<file path="src/rtl/fpu_pkg.sv">
// Shared FPU types and constants used by the iterative divider.
package fpu_pkg;

  localparam int          EXP_BIAS = 127;
  localparam int          EXP_MAX  = 255;
  localparam logic [31:0] QNAN     = 32'h7FC00000;
  localparam logic [31:0] POS_INF  = 32'h7F800000;

  typedef struct packed {
    logic        sign;
    logic [7:0]  exp;
    logic [22:0] frac;
  } sp_float_t;

  typedef enum logic [2:0] {
    IDLE,
    CALC,
    SPECIAL,
    ROUND,
    DONE
  } div_state_t;

endpackage

</file>
<file path="src/rtl/fpu_classify.sv">
// Per-operand classification of a single-precision value; subnormals count as zero.
import fpu_pkg::*;

module fpu_classify (
  input  logic [31:0] x,
  output logic        sign,
  output logic        is_zero,
  output logic        is_inf,
  output logic        is_nan
);

  sp_float_t f;

  assign f       = x;
  assign sign    = f.sign;
  assign is_zero = (f.exp == 8'h00);
  assign is_inf  = (f.exp == 8'hFF) && (f.frac == 23'h0);
  assign is_nan  = (f.exp == 8'hFF) && (f.frac != 23'h0);

endmodule

</file>
<file path="src/rtl/fpu_div_iter.sv">
// Restoring radix-2 single-precision divider, one quotient bit per clock,
// with valid/ready handshakes on input and output.
import fpu_pkg::*;

module fpu_div_iter #(
  parameter bit ROUND_NEAREST = 1'b1,
  parameter int QBITS         = 25
) (
  input  logic        clk,
  input  logic        rst_n,
  input  logic        in_valid,
  output logic        in_ready,
  input  logic [31:0] a,
  input  logic [31:0] b,
  output logic        out_valid,
  input  logic        out_ready,
  output logic [31:0] result,
  output logic        div_by_zero,
  output logic        invalid,
  output logic        overflow,
  output logic        underflow,
  output logic        inexact
);

  localparam logic signed [9:0] E_MAX  = 10'(EXP_MAX);
  localparam logic [9:0]        E_BIAS = 10'(EXP_BIAS);

  div_state_t        state;
  logic              sign;
  logic signed [9:0] exp_q;
  logic [23:0]       mb;
  logic [24:0]       rem;
  logic [24:0]       q;
  logic [4:0]        cnt;

  sp_float_t fa, fb;
  logic a_sign, a_zero, a_inf, a_nan;
  logic b_sign, b_zero, b_inf, b_nan;

  assign fa = a;
  assign fb = b;

  fpu_classify u_cls_a (.x(a), .sign(a_sign), .is_zero(a_zero), .is_inf(a_inf), .is_nan(a_nan));
  fpu_classify u_cls_b (.x(b), .sign(b_sign), .is_zero(b_zero), .is_inf(b_inf), .is_nan(b_nan));

  logic        in_sign;
  logic        is_special;
  logic [31:0] spec_res;
  logic        spec_dz, spec_inv;

  assign in_sign = a_sign ^ b_sign;

  always_comb begin
    is_special = 1'b1;
    spec_res   = 32'h0;
    spec_dz    = 1'b0;
    spec_inv   = 1'b0;
    if (a_nan || b_nan) begin
      spec_res = QNAN;
      spec_inv = 1'b1;
    end else if ((a_inf && b_inf) || (a_zero && b_zero)) begin
      spec_res = QNAN;
      spec_inv = 1'b1;
    end else if (a_inf) begin
      spec_res = POS_INF | {in_sign, 31'h0};
    end else if (b_zero) begin
      spec_res = POS_INF | {in_sign, 31'h0};
      spec_dz  = 1'b1;
    end else if (a_zero || b_inf) begin
      spec_res = {in_sign, 31'h0};
    end else begin
      is_special = 1'b0;
    end
  end

  // Pre-normalise so the quotient always lands in [1,2).
  logic [23:0] ma_in, mb_in;
  logic        adj;
  logic [9:0]  exp_in;

  assign ma_in  = {1'b1, fa.frac};
  assign mb_in  = {1'b1, fb.frac};
  assign adj    = (ma_in < mb_in);
  assign exp_in = {2'b00, fa.exp} - {2'b00, fb.exp} + E_BIAS - {9'h0, adj};

  logic              sticky, rnd_up;
  logic [24:0]       mant_inc;
  logic signed [9:0] e_rnd;
  logic [22:0]       frac_rnd;

  assign sticky   = (rem != 25'h0);
  assign rnd_up   = ROUND_NEAREST && q[0] && (sticky || q[1]);
  assign mant_inc = {1'b0, q[24:1]} + {24'h0, rnd_up};
  assign e_rnd    = exp_q + {9'h0, mant_inc[24]};
  assign frac_rnd = mant_inc[24] ? 23'h0 : mant_inc[22:0];

  assign in_ready = (state == IDLE);

  always_ff @(posedge clk or negedge rst_n) begin
    if (!rst_n) begin
      state       <= IDLE;
      sign        <= 1'b0;
      exp_q       <= '0;
      mb          <= '0;
      rem         <= '0;
      q           <= '0;
      cnt         <= '0;
      out_valid   <= 1'b0;
      result      <= '0;
      div_by_zero <= 1'b0;
      invalid     <= 1'b0;
      overflow    <= 1'b0;
      underflow   <= 1'b0;
      inexact     <= 1'b0;
    end else begin
      case (state)
        IDLE: begin
          if (in_valid) begin
            sign <= in_sign;
            if (is_special) begin
              result      <= spec_res;
              div_by_zero <= spec_dz;
              invalid     <= spec_inv;
              overflow    <= 1'b0;
              underflow   <= 1'b0;
              inexact     <= 1'b0;
              state       <= SPECIAL;
            end else begin
              mb    <= mb_in;
              rem   <= adj ? {ma_in, 1'b0} : {1'b0, ma_in};
              exp_q <= exp_in;
              q     <= '0;
              cnt   <= 5'(QBITS - 1);
              state <= CALC;
            end
          end
        end
        CALC: begin
          if (rem >= {1'b0, mb}) begin
            q   <= {q[23:0], 1'b1};
            rem <= (rem - {1'b0, mb}) << 1;
          end else begin
            q   <= {q[23:0], 1'b0};
            rem <= rem << 1;
          end
          cnt <= cnt - 5'd1;
          if (cnt == 5'd0) state <= ROUND;
        end
        ROUND: begin
          div_by_zero <= 1'b0;
          invalid     <= 1'b0;
          if (e_rnd >= E_MAX) begin
            result    <= POS_INF | {sign, 31'h0};
            overflow  <= 1'b1;
            underflow <= 1'b0;
            inexact   <= 1'b1;
          end else if (e_rnd <= 10'sd0) begin
            result    <= {sign, 31'h0};
            overflow  <= 1'b0;
            underflow <= 1'b1;
            inexact   <= 1'b1;
          end else begin
            result    <= {sign, e_rnd[7:0], frac_rnd};
            overflow  <= 1'b0;
            underflow <= 1'b0;
            inexact   <= q[0] | sticky;
          end
          out_valid <= 1'b1;
          state     <= DONE;
        end
        SPECIAL: begin
          out_valid <= 1'b1;
          state     <= DONE;
        end
        DONE: begin
          if (out_ready) begin
            out_valid <= 1'b0;
            state     <= IDLE;
          end
        end
        default: state <= IDLE;
      endcase
    end
  end

endmodule

</file>
<file path="config.mk">
export PLATFORM = sky130hd
export DESIGN_NAME = fpu_div_iter
export DESIGN_NICKNAME = d
export VERILOG_FILES = /design/src/rtl/fpu_pkg.sv /design/src/rtl/fpu_classify.sv /design/src/rtl/fpu_div_iter.sv
export SDC_FILE = /design/constraint.sdc
export NUM_CORES = 1
export LEC_CHECK = 0
export CAP_MARGIN = 40
export CORE_UTILIZATION = 45
export DETAILED_ROUTE_END_ITERATION = 8
export PLACE_DENSITY = 0.66
export SETUP_SLACK_MARGIN = 0.15
export SLEW_MARGIN = 20
export SYNTH_ARGS = -nofsm -noshare
export SYNTH_HDL_FRONTEND = slang
export SYNTH_HIERARCHICAL = 1
export SYNTH_SLANG_ARGS = --single-unit
</file>
<file path="constraint.sdc">
create_clock -name clk -period 4.7 [get_ports clk]
set_input_delay 1.175 -clock clk [delete_from_list [all_inputs] [get_ports clk]]
set_output_delay 1.175 -clock clk [all_outputs]
set_load 0.02 [all_outputs]
</file>
==> metrics.txt, run 1 <==
Setup violations, final 0; Post-synth top cells 157 x nand2_1, 131 x dfrtp_1, 108 x o21ai_0; HPWL Detailed between 15 and 20 mm; WL per Instance 17.08 µm; worst vdd ir between 0.4 and 0.5 mV; area taken by multi-input logic gates 0.005498 mm²; largest fanout on the critical path 3; clk slew on worst S/H paths 0.06 ns; fin crit share a little over nine tenths; most frequent cell on the critical path a21o_1; Cell variety after synth 80; Die W roughly 140 µm; CP Data Arrival Time approximately 4.8 ns; Final TNS setup 0 ns; layout cells sized above 1 roughly 13%; CP Launch Type input pin; Top Family by Delay on Critical Path compound AO/OA/AOI/OAI gates; register area approximately 0.0033 mm²; Syn Nets between 1000 and 1500; count leader, synth nand2_1; Die ar. 0.02096 mm²; Core Footprint around 0.02 mm²; skew final between 0.009 and 0.01 ns; Worst-Margin Slew between 0.7 and 0.8 ns; Post-synth EDFFs 0; Primary FF master, synth dfrtp_1; overall routing resource usage 25.84%; CP Class input pin to register; initial cell density of the core ~47%; Avg Inst Size Synth around 8.5 µm²; HP Class register to register; Via-to-Cell Ratio roughly 5.6; Vias between 8000 and 9000; vias in the first global route between 7000 and 8000; Layout fillers around 1800; die height roughly 140 µm; initial antenna violation count 1; # hold bufs at CTS 0; DRT iter0 DRCs between 500 and 600; CP Data Required Time around 5.1 ns; Top Ports roughly 110; fin crit period approximately 4.5 ns; Clock Sink Count ~130; largest net degree at the start of global routing 73; Layout area overhead 26.38%; CP Capture Type register; Final WS setup between 0.2 and 0.25 ns; Synth Instances between 1000 and 1500; GR Overflow Total 0; Power Dens Cells 665.5 mW/mm²; CP peak stage delay around 0.44 ns; Skew-Pair Late Insertion Delay approximately 0.42 ns; I/O Buffers about 110; TritonCTS clock tree built; worst path bufs/invs 4; synth top area cells dfrtp_1 36%, ha_1 9.1%, nand2_1 6.4%, o21ai_0 5.9%, xor2_1 3.2%; Final Max Slew Viols 0; MaxCap Viol Count 0; worst hold margin 0.4502 ns; worst-path cell chain clkdlybuf4s50_1 -> ha_1 -> nand4_1 -> nor2_2 -> and3_1 -> a221o_1 -> o2111a_2 -> nor2_8 -> inv_2 -> ha_1 -> ha_2 -> inv_2 -> fa_2 -> inv_1 -> a21oi_2 -> o21bai_1 -> a21o_1 -> a21o_1 -> a2111oi_2 -> a21o_1; FP Rows just over 50; Mapped Area about 0.009 mm²; RSZ-0062 raised after global routing true; area share of the leading cell type in the synthesized netlist a little over a third; Hold Fails Final Rpt 0; DR pass1 iterations 5; routability cong. between 0.9 and 1; FFs w/ async S/R, synth 100.0%; run status completed; CTS Buf Count 17; Yosys top cell by area dfrtp_1; nets@finish approximately 1400; Clock Path Buffers 2; critical path's slowest cell clkdlybuf4s50_1; Routed Antenna Nets 0; DRC violations left 0; clk root buf clkbuf_16; Max-Slew Margin vs Limit ~51%; detailed-route wire length roughly 26 mm; Max Freq 224.2 MHz; CTS H-tree lvls 4; Seq/Total Area, Yosys a little over a third; Place WS -0.3446 ns; #FFs+latches synth approximately 130; synthesis warning total 6; first-pass GRT wire length roughly 41 mm; leakage approximately 5.3 nW
-- logic make-up after synthesis --
logic type / share of synthesized area, %
buffers and inverters: 5.593
adders and majority gates: 9.795
xor gates and xnor gates: 5.730
DFF: 35.74
muxes: 2.115
and+or+nand+nor: 19.92
AOI/OAI and AO/OA: 21.11
-- routing by layer --
layer / GRT usage, % / up-vias / wire (µm)
met5: 0 / - / 0
met4: 10.14 / 0 / 804
met3: 4.146 / 56 / 1221
met2: 41.27 / 269 / 11810
met1: 34.94 / 3910 / 11900
li1: - / 4155 / -
-- worst register-to-register path, stage by stage, from the launching register on --
cell and delay (ns):
dfrtp_1 0.42, and2_1 0.15, ha_1 0.18, nand3_1 0.17, nor3_1 0.36, and4_4 0.31, and3_1 0.20, and3_1 0.21
ha_1 0.22, ha_1 0.24, nand2_1 0.10, nor2_1 0.13, xnor2_1 0.12, or4_1 0.55, a21oi_2 0.25, nor2_1 0.13
o21ai_4 0.28, o22a_1 0.19
-- sequential cells by signal (all words and copies together) (netlist names) --
signal,flops
cnt,5
div_by_zero,1
exp_q,10
inexact,1
invalid,1
mb,24
out_valid,1
overflow,1
q,25
rem,25
result,32
sign,1
state,3
underflow,1
-- power breakdown --
part | internal [W] | leakage (nW) | switching (W)
Clock | 0.000670 | 0.249 | 0.000513
Sequential | 0.00165 | 1.59 | 0.000434
Combinational | 0.00196 | 3.50 | 0.00248
Total | 0.00429 | 5.34 | 0.00343
-- timing repair --
action / 4_1_cts / 5_1_grt
setup buffers: 2 / 2
gates resized for setup: 5 / 31
pin swaps: 4 / 18
setup endpoints to repair: 2 / 10
-- final timing paths --
kind | start | cells after the start | slack, ns | to
min in group asynchronous | rst_n | 1 | 0.75 | result[26]$_DFFE_PN0P_
hold reg to reg | mb[23]$_DFFE_PN0P_ | 2 | 0.45 | mb[23]$_DFFE_PN0P_
setup / recovery | a[13] | 20 | 0.24 | exp_q[9]$_DFFE_PN0P_
max in group asynchronous | rst_n | 2 | 2.97 | mb[14]$_DFFE_PN0P_
hold / removal | mb[23]$_DFFE_PN0P_ | 2 | 0.45 | mb[23]$_DFFE_PN0P_
setup reg to reg | q[1]$_DFFE_PN0P_ | 17 | 0.46 | result[25]$_DFFE_PN0P_
-- area by class of cell --
| cell class | count | share of cell area, % |
|---|---|---|
| diodes | 1 | 0.02159 |
| clock buffers | 19 | 3.735 |
| clock inverters | 12 | 0.7448 |
| inverters | 78 | 2.526 |
| multi-input cells | 823 | 47.43 |
| flip-flops and latches | 131 | 28.28 |
| well taps | 265 | 2.861 |
| repair buffers | 178 | 14.40 |
-- placed cells by master, fill, tap and decap left out, types with 6 or more instances in the layout --
cell             synthesis  routed
nand2_1                157     157
dfrtp_1                131     131
o21ai_0                108     108
clkdlybuf4s50_1          0      87
inv_1                   76      72
buf_4                    4      70
ha_1                    67      60
nor2_1                  54      53
a21oi_1                 47      44
nand3_1                 39      39
xor2_1                  34      34
a21o_1                  31      31
nor3_1                  27      27
xnor2_1                 26      26
nor4_1                  19      19
nand4_1                 18      18
a211oi_1                18      18
clkbuf_16                0      17
dlymetal6s2s_1           0      17
mux2i_1                 16      16
and3_1                  14      14
and2_1                  11      10
o22a_1                  10      10
o311a_1                  7       7
o21a_1                   7       7
inv_2                    2       6
a31oi_1                  6       6
ha_4                     0       6
-- per-stage QoR --
step | power, W | instances | instance area [µm²] | util, %
floorplan | 0.005170 | 1078 | 9178 | -
global placement | 0.006385 | 1470 | 10890 | 55.24
detailed placement | 0.006465 | 1471 | 10900 | 55.28
CTS | 0.007686 | 1504 | 11460 | 58.13
global route | 0.008340 | 1507 | 11590 | 58.79
finish | 0.007714 | 1507 | 11590 | 58.79
No activity file was read; power rests on OpenSTA's default activity.
==> run 2: changes to the inputs <==
- HOLD_SLACK_MARGIN: not set -> 0.02
==> results of run 2 <==
Same layout as run 1: the final DEF is identical, and so are final timing and power.
